## config.mk

```make
export PLATFORM = sky130hd
export DESIGN_NAME = ks_adder_pipe_flat
export DESIGN_NICKNAME = d
export VERILOG_FILES = /design/src/rtl/ks_adder_pipe_if.sv /design/src/rtl/ks_adder_pipe.sv /design/src/flat_wrapper.sv
export SDC_FILE = /design/constraint.sdc
export NUM_CORES = 1
export LEC_CHECK = 0
export CORE_MARGIN = 2
export CORE_UTILIZATION = 40
export DETAILED_ROUTE_END_ITERATION = 7
export SLEW_MARGIN = 25
export SYNTH_ARGS = -nofsm -noshare
export SYNTH_HDL_FRONTEND = slang
export SYNTH_SLANG_ARGS = --single-unit
```

## constraint.sdc

```tcl
create_clock -name clk -period 2.4 [get_ports clk]
set_input_delay 0.24 -clock clk [delete_from_list [all_inputs] [get_ports clk]]
set_output_delay 0.24 -clock clk [all_outputs]
set_load 0.02 [all_outputs]
```

## src/rtl/ks_adder_pipe_if.sv

```systemverilog
// Streaming add/sub request and result channel for ks_adder_pipe.
interface ks_adder_pipe_if #(
   parameter int unsigned WIDTH = 16
);
   logic             in_valid;
   logic             in_ready;
   logic [WIDTH-1:0] in_a;
   logic [WIDTH-1:0] in_b;
   logic             in_ci;
   logic             in_sub;
   logic             out_valid;
   logic             out_ready;
   logic [WIDTH-1:0] out_s;
   logic             out_co;
   logic             out_ovf;

   // Producer/consumer side
   modport master (
      output in_valid, in_a, in_b, in_ci, in_sub, out_ready,
      input  in_ready, out_valid, out_s, out_co, out_ovf
   );

   // Adder side
   modport slave (
      input  in_valid, in_a, in_b, in_ci, in_sub, out_ready,
      output in_ready, out_valid, out_s, out_co, out_ovf
   );
endinterface

```

## src/rtl/ks_adder_pipe.sv

```systemverilog
// Pipelined Kogge-Stone adder/subtractor with valid/ready handshake and global stall.
// Register 0 holds G/P pre-processing; registers 1..STAGES-1 each hold the result of a
// slice of the prefix levels. Final carries, sum XOR and flags are combinational.
module ks_adder_pipe #(
   parameter int unsigned WIDTH  = 16,
   parameter int unsigned STAGES = 2
) (
   input logic            clk,
   input logic            rst_n,
   ks_adder_pipe_if.slave bus
);

   localparam int unsigned Levels    = $clog2(WIDTH);
   localparam int unsigned PfxStages = STAGES - 1;
   localparam int unsigned Div       = (PfxStages == 0) ? 1 : PfxStages;
   localparam int unsigned Base      = Levels / Div;
   localparam int unsigned Extra     = Levels % Div;
   // With a single register every prefix level sits after it.
   localparam int unsigned FinalLo   = (PfxStages == 0) ? 0 : Levels;
   localparam int unsigned Last      = STAGES - 1;

   // First prefix level handled by prefix stage r; earlier stages take the extra level.
   function automatic int unsigned lvl_start(int unsigned r);
      return r * Base + ((r < Extra) ? r : Extra);
   endfunction

   // Apply Kogge-Stone levels [lo, hi) to a G/P vector pair; returns {g, p}.
   function automatic logic [2*WIDTH-1:0] ks_apply(logic [WIDTH-1:0] g_in,
                                                  logic [WIDTH-1:0] p_in,
                                                  int unsigned lo, int unsigned hi);
      logic [WIDTH-1:0] g, p, gn, pn;
      g = g_in;
      p = p_in;
      for (int unsigned l = 0; l < Levels; l++) begin
         if (l >= lo && l < hi) begin
            gn = g;
            pn = p;
            for (int unsigned i = (1 << l); i < WIDTH; i++) begin
               gn[i] = g[i] | (p[i] & g[i - (1 << l)]);
               pn[i] = p[i] & p[i - (1 << l)];
            end
            g = gn;
            p = pn;
         end
      end
      return {g, p};
   endfunction

   logic [WIDTH-1:0] g_q [STAGES];
   logic [WIDTH-1:0] g_d [STAGES];
   logic [WIDTH-1:0] p_q [STAGES];
   logic [WIDTH-1:0] p_d [STAGES];
   logic [WIDTH-1:0] x_q [STAGES];   // bitwise a ^ b', kept for the sum XOR
   logic [WIDTH-1:0] x_d [STAGES];
   logic             cin_q [STAGES];
   logic             cin_d [STAGES];
   logic             am_q [STAGES];
   logic             am_d [STAGES];
   logic             bm_q [STAGES];
   logic             bm_d [STAGES];
   logic             vld_q [STAGES];
   logic             vld_d [STAGES];

   logic             en;
   logic             accept;
   logic [WIDTH-1:0] b_eff;
   logic [2*WIDTH-1:0] pfx_fin;
   logic [WIDTH-1:0] g_fin, p_fin;
   logic [WIDTH:0]   c;

   assign en           = !vld_q[Last] || bus.out_ready;
   assign bus.in_ready = en && rst_n;
   assign accept       = bus.in_valid && bus.in_ready;
   assign b_eff        = bus.in_sub ? ~bus.in_b : bus.in_b;

   // Next-state for every stage: pre-processing into stage 0, prefix slices downstream.
   always_comb begin
      for (int unsigned s = 0; s < STAGES; s++) begin
         g_d[s]   = g_q[s];
         p_d[s]   = p_q[s];
         x_d[s]   = x_q[s];
         cin_d[s] = cin_q[s];
         am_d[s]  = am_q[s];
         bm_d[s]  = bm_q[s];
         vld_d[s] = vld_q[s];
      end
      vld_d[0] = accept;
      // Bubbles keep the old stage-0 data so nothing undefined enters the pipe.
      if (accept) begin
         g_d[0]   = bus.in_a & b_eff;
         p_d[0]   = bus.in_a ^ b_eff;
         x_d[0]   = bus.in_a ^ b_eff;
         cin_d[0] = bus.in_sub ? !bus.in_ci : bus.in_ci;
         am_d[0]  = bus.in_a[WIDTH-1];
         bm_d[0]  = b_eff[WIDTH-1];
      end
      for (int unsigned s = 1; s < STAGES; s++) begin
         {g_d[s], p_d[s]} = ks_apply(g_q[s-1], p_q[s-1], lvl_start(s - 1), lvl_start(s));
         x_d[s]   = x_q[s-1];
         cin_d[s] = cin_q[s-1];
         am_d[s]  = am_q[s-1];
         bm_d[s]  = bm_q[s-1];
         vld_d[s] = vld_q[s-1];
      end
   end

   // Pipeline registers: synchronous clear, whole pipe holds when en is low.
   always_ff @(posedge clk) begin
      if (!rst_n) begin
         for (int unsigned s = 0; s < STAGES; s++) begin
            g_q[s]   <= '0;
            p_q[s]   <= '0;
            x_q[s]   <= '0;
            cin_q[s] <= 1'b0;
            am_q[s]  <= 1'b0;
            bm_q[s]  <= 1'b0;
            vld_q[s] <= 1'b0;
         end
      end else if (en) begin
         for (int unsigned s = 0; s < STAGES; s++) begin
            g_q[s]   <= g_d[s];
            p_q[s]   <= p_d[s];
            x_q[s]   <= x_d[s];
            cin_q[s] <= cin_d[s];
            am_q[s]  <= am_d[s];
            bm_q[s]  <= bm_d[s];
            vld_q[s] <= vld_d[s];
         end
      end
   end

   assign pfx_fin        = ks_apply(g_q[Last], p_q[Last], FinalLo, Levels);
   assign {g_fin, p_fin} = pfx_fin;

   // Fold carry-in into the group generates, then form sum and flags.
   always_comb begin
      c    = '0;
      c[0] = cin_q[Last];
      for (int unsigned i = 0; i < WIDTH; i++) begin
         c[i+1] = g_fin[i] | (p_fin[i] & cin_q[Last]);
      end
   end

   assign bus.out_valid = vld_q[Last];
   assign bus.out_s     = x_q[Last] ^ c[WIDTH-1:0];
   assign bus.out_co    = c[WIDTH];
   assign bus.out_ovf   = (am_q[Last] == bm_q[Last]) && (bus.out_s[WIDTH-1] != am_q[Last]);

endmodule

```

## src/flat_wrapper.sv

```systemverilog
// flat-port wrapper written by rule: the top's interface ports become plain ports
module ks_adder_pipe_flat 
#(
   parameter int unsigned WIDTH  = 16,
   parameter int unsigned STAGES = 2
)
  (clk, rst_n, bus_in_valid, bus_in_a, bus_in_b, bus_in_ci, bus_in_sub, bus_out_ready, bus_in_ready, bus_out_valid, bus_out_s, bus_out_co, bus_out_ovf);
  ks_adder_pipe_if #(.WIDTH(WIDTH)) bus_i ();
  input logic clk;
  input logic rst_n;
  input wire logic [$bits(bus_i.in_valid)-1:0] bus_in_valid;
  input wire logic [$bits(bus_i.in_a)-1:0] bus_in_a;
  input wire logic [$bits(bus_i.in_b)-1:0] bus_in_b;
  input wire logic [$bits(bus_i.in_ci)-1:0] bus_in_ci;
  input wire logic [$bits(bus_i.in_sub)-1:0] bus_in_sub;
  input wire logic [$bits(bus_i.out_ready)-1:0] bus_out_ready;
  output wire logic [$bits(bus_i.in_ready)-1:0] bus_in_ready;
  output wire logic [$bits(bus_i.out_valid)-1:0] bus_out_valid;
  output wire logic [$bits(bus_i.out_s)-1:0] bus_out_s;
  output wire logic [$bits(bus_i.out_co)-1:0] bus_out_co;
  output wire logic [$bits(bus_i.out_ovf)-1:0] bus_out_ovf;
  assign bus_i.in_valid = bus_in_valid;
  assign bus_i.in_a = bus_in_a;
  assign bus_i.in_b = bus_in_b;
  assign bus_i.in_ci = bus_in_ci;
  assign bus_i.in_sub = bus_in_sub;
  assign bus_i.out_ready = bus_out_ready;
  assign bus_in_ready = bus_i.in_ready;
  assign bus_out_valid = bus_i.out_valid;
  assign bus_out_s = bus_i.out_s;
  assign bus_out_co = bus_i.out_co;
  assign bus_out_ovf = bus_i.out_ovf;
  ks_adder_pipe #(.WIDTH(WIDTH), .STAGES(STAGES)) u_core (.clk(clk), .rst_n(rst_n), .bus(bus_i));
endmodule
```

==> results.sh <==
export IMPL_synth_flop_cell="edfxtp_1"
export IMPL_yosysTopAreaCellShare_pct=62.2
export IMPL_antenna_found_initial=0
export IMPL_cts_made_buffers=9
export IMPL_maxSlewViolCount=0
export IMPL_grt_ovfl_total=0
export IMPL_ant_nets=0
export IMPL_drive_gt1_share_pct=8.56
export IMPL_synth_cell_type_count=38
export IMPL_dp_cells=517
export IMPL_power_share_combinational_pct=17.6
export IMPL_row_count=37
export IMPL_track_usage_pct=15.3
export IMPL_met1_usage_pct=21.6
export IMPL_ys_top_cells_by_area="edfxtp_1 62%, and3_1 7.9%, ha_1 5.1%"
export IMPL_crit_type="reg2out"
export IMPL_fin_nets=447
export IMPL_grt_pass1_wl_um=13400
export IMPL_gp_congestion=0.870
export IMPL_worstPathArrival_ns=2.03
export IMPL_synth_area_um2=4200
export IMPL_vias_per_cell=4.92
export IMPL_period_minus_slack_ns=2.27
export IMPL_final_hold_viol_count=0
export IMPL_avgSynthCellArea_um2=12.7
export IMPL_use_met3_pct=3.43
export IMPL_endpoint_kind="output port"
export IMPL_skew_ns=0.0193
export IMPL_finalWirelength_um=7990
export IMPL_irDropWorstVdd_mv=0.333
export IMPL_core_area_um2=10300
export IMPL_async_reset_ff_share_pct=0
export IMPL_final_period_utilization_pct=94.6
export IMPL_p_leak_nw=2.22
export IMPL_worstMarginPinSlew_ns=0.645
export IMPL_synth_seq_area_share_pct=62.2
export IMPL_seqPwrFrac_pct=52.5
export IMPL_die_w_um=107
export IMPL_fmax_mhz=440
export IMPL_clkTransAtPathRegs_ns=0.10
export IMPL_yosysMostFrequentCell="edfxtp_1"
export IMPL_clock_latency_ns=0.36
export IMPL_clockBufferDepth=2
export IMPL_grt_start_max_net_pins=58
export IMPL_synth_common_cells="87 x edfxtp_1, 53 x and3_1, 28 x a21oi_1, 22 x nor2_1, 17 x ha_1"
export IMPL_utilization_pct=50.5
export IMPL_rsz0062_at_grt="false"
export IMPL_crit_required_ns=2.16
export IMPL_first_global_vias=2685
export IMPL_post_drt_wl_per_cell_um=15.0
export IMPL_ys_ff_latch=87
export IMPL_maxSlewHeadroom_pct=57.0
export IMPL_setup_violations=0
export IMPL_drc_errors=0
export IMPL_synth_edf_count=87
export IMPL_path_max_fanout=12
export IMPL_portBuffers=57
export IMPL_clock_sinks=87
export IMPL_drt_first_pass_iters=4
export IMPL_cts_tree="done"
export IMPL_cts_hold_buf=0
export IMPL_ios=58
export IMPL_met2_usage_pct=23.8
export IMPL_vias=2620
export IMPL_htree_levels=3
export IMPL_syn_instance_count=332
export IMPL_p_per_area_nw_per_um2=698
export IMPL_worst_setup_path_start_kind="register"
export IMPL_p_switching_mw=0.902
export IMPL_die_area_um2=11300
export IMPL_syn_nets=387
export IMPL_drt_initial_drc_count=141
export IMPL_cap_violations=0
export IMPL_setup_tns_ns=0
export IMPL_n_antenna_cell=0
export IMPL_status="completed"
export IMPL_root_buffer="clkbuf_8"
export IMPL_yosys_warnings=0
export IMPL_start_util_pct=40.9
export IMPL_p_clk_share_pct=29.9
export IMPL_internal_power_mw=2.72
export IMPL_swShare_pct=24.9
export IMPL_busiest_layer="met2"
export IMPL_synthToLayoutAreaGrowth_pct=23.5
export IMPL_hpwl_um=5740
export IMPL_hold_class="reg2reg"
export IMPL_die_y_um=107
export IMPL_stdcell_count=533
export IMPL_synth_largest_area_cell="edfxtp_1"
## state kept, by name, summed over array words and instances (netlist names)
signal and cells:
u_core.am_q 2, u_core.g_q 32, u_core.x_q 16, u_core.cin_q 2, u_core.bm_q 2, u_core.p_q 31, u_core.vld_q 2
## logic make-up after synthesis
logic type,after synthesis,share of synthesized area [%]
simple gates,117,15.8
xor+xnor,32,6.67
fa+ha+maj,17,5.06
buf+inv,27,2.56
compound gates,52,7.71
flops,87,62.2
## what timing repair did
action                     CTS  global route
resized for setup            0             1
setup endpoints to repair    0             1
buffers inserted             0             0
## worst paths after layout
check                                                       from                              end  slack [ns]  cells after the start
worst min-delay path             u_core.bm_q[0][0]$_SDFFCE_PN0P_  u_core.bm_q[0][1]$_SDFFCE_PN0P_        0.55                      1
worst max register to register    u_core.p_q[0][1]$_SDFFCE_PN0P_  u_core.g_q[0][30]$_SDFFCE_PN0P_        0.48                      4
worst max-delay path            u_core.cin_q[0][1]$_SDFFCE_PN0P_                    bus_out_s[14]        0.13                      4
worst min register to register   u_core.bm_q[0][0]$_SDFFCE_PN0P_  u_core.bm_q[0][1]$_SDFFCE_PN0P_        0.55                      1
## power by group through the flow
stage | clock network (mW) | registers, mW | logic [mW]
6_report | 1.08 | 1.90 | 0.639
5_1_grt | 1.17 | 1.92 | 0.706
4_1_cts | 1.10 | 1.90 | 0.649
3_5_place_dp | 0 | 1.94 | 0.646
3_3_place_gp | 0 | 1.93 | 0.640
2_1_floorplan | 0 | 1.91 | 0.365
## per-stage QoR
step	cell area [µm²]	worst slack (ns)	hold WS, ns	power (mW)
6_report	5190	0.130	0.553	3.62
5_1_grt	5190	0.0225	0.588	3.79
4_1_cts	5190	0.103	0.560	3.65
3_5_place_dp	4980	0.271	0.538	2.58
3_3_place_gp	4980	0.327	0.532	2.57
2_1_floorplan	4200	0.205	0.457	2.28
## worst max-delay path, cell delays in order, from the launching register on
cell             delay, ns
edfxtp_1              0.49
buf_4                 0.23
a21oi_1               0.19
xnor2_1               0.14
clkdlybuf4s50_1       0.62
## per-layer routing
layer	up-vias	part of all wire, %
met4	0	1.1
met1	1217	49
met5	-	0
met3	6	3.7
li1	1345	-
met2	52	46
## cells in the final DEF, fill, tap and decap left out, types with 2 or more instances in the layout
cell type	n
nor3b_1	2
nor2_1	22
a221oi_1	2
nor2b_1	2
nand2_1	14
and3_1	53
nand2b_1	2
nand4_1	2
and2_1	4
clkdlybuf4s50_1	56
a21o_1	6
xor2_1	16
xnor2_1	16
nand4_2	2
buf_12	3
o21ai_0	6
nand3_1	3
and3_2	2
a21oi_1	28
clkbuf_8	9
edfxtp_1	87
or3_4	2
bufinv_16	2
ha_1	17
nand2_2	2
nor3_1	3
buf_4	5
inv_1	11
## cell type report
type	count	area (µm²)
clock buffers	10	128
clock inverters	6	85.1
fillers	939	5080
inverters	11	41.3
multi-input cells	218	1490
flip-flops and latches	87	2610
well taps	136	170
repair buffers	65	671
Note: power is estimated with default switching activity, not from simulation.
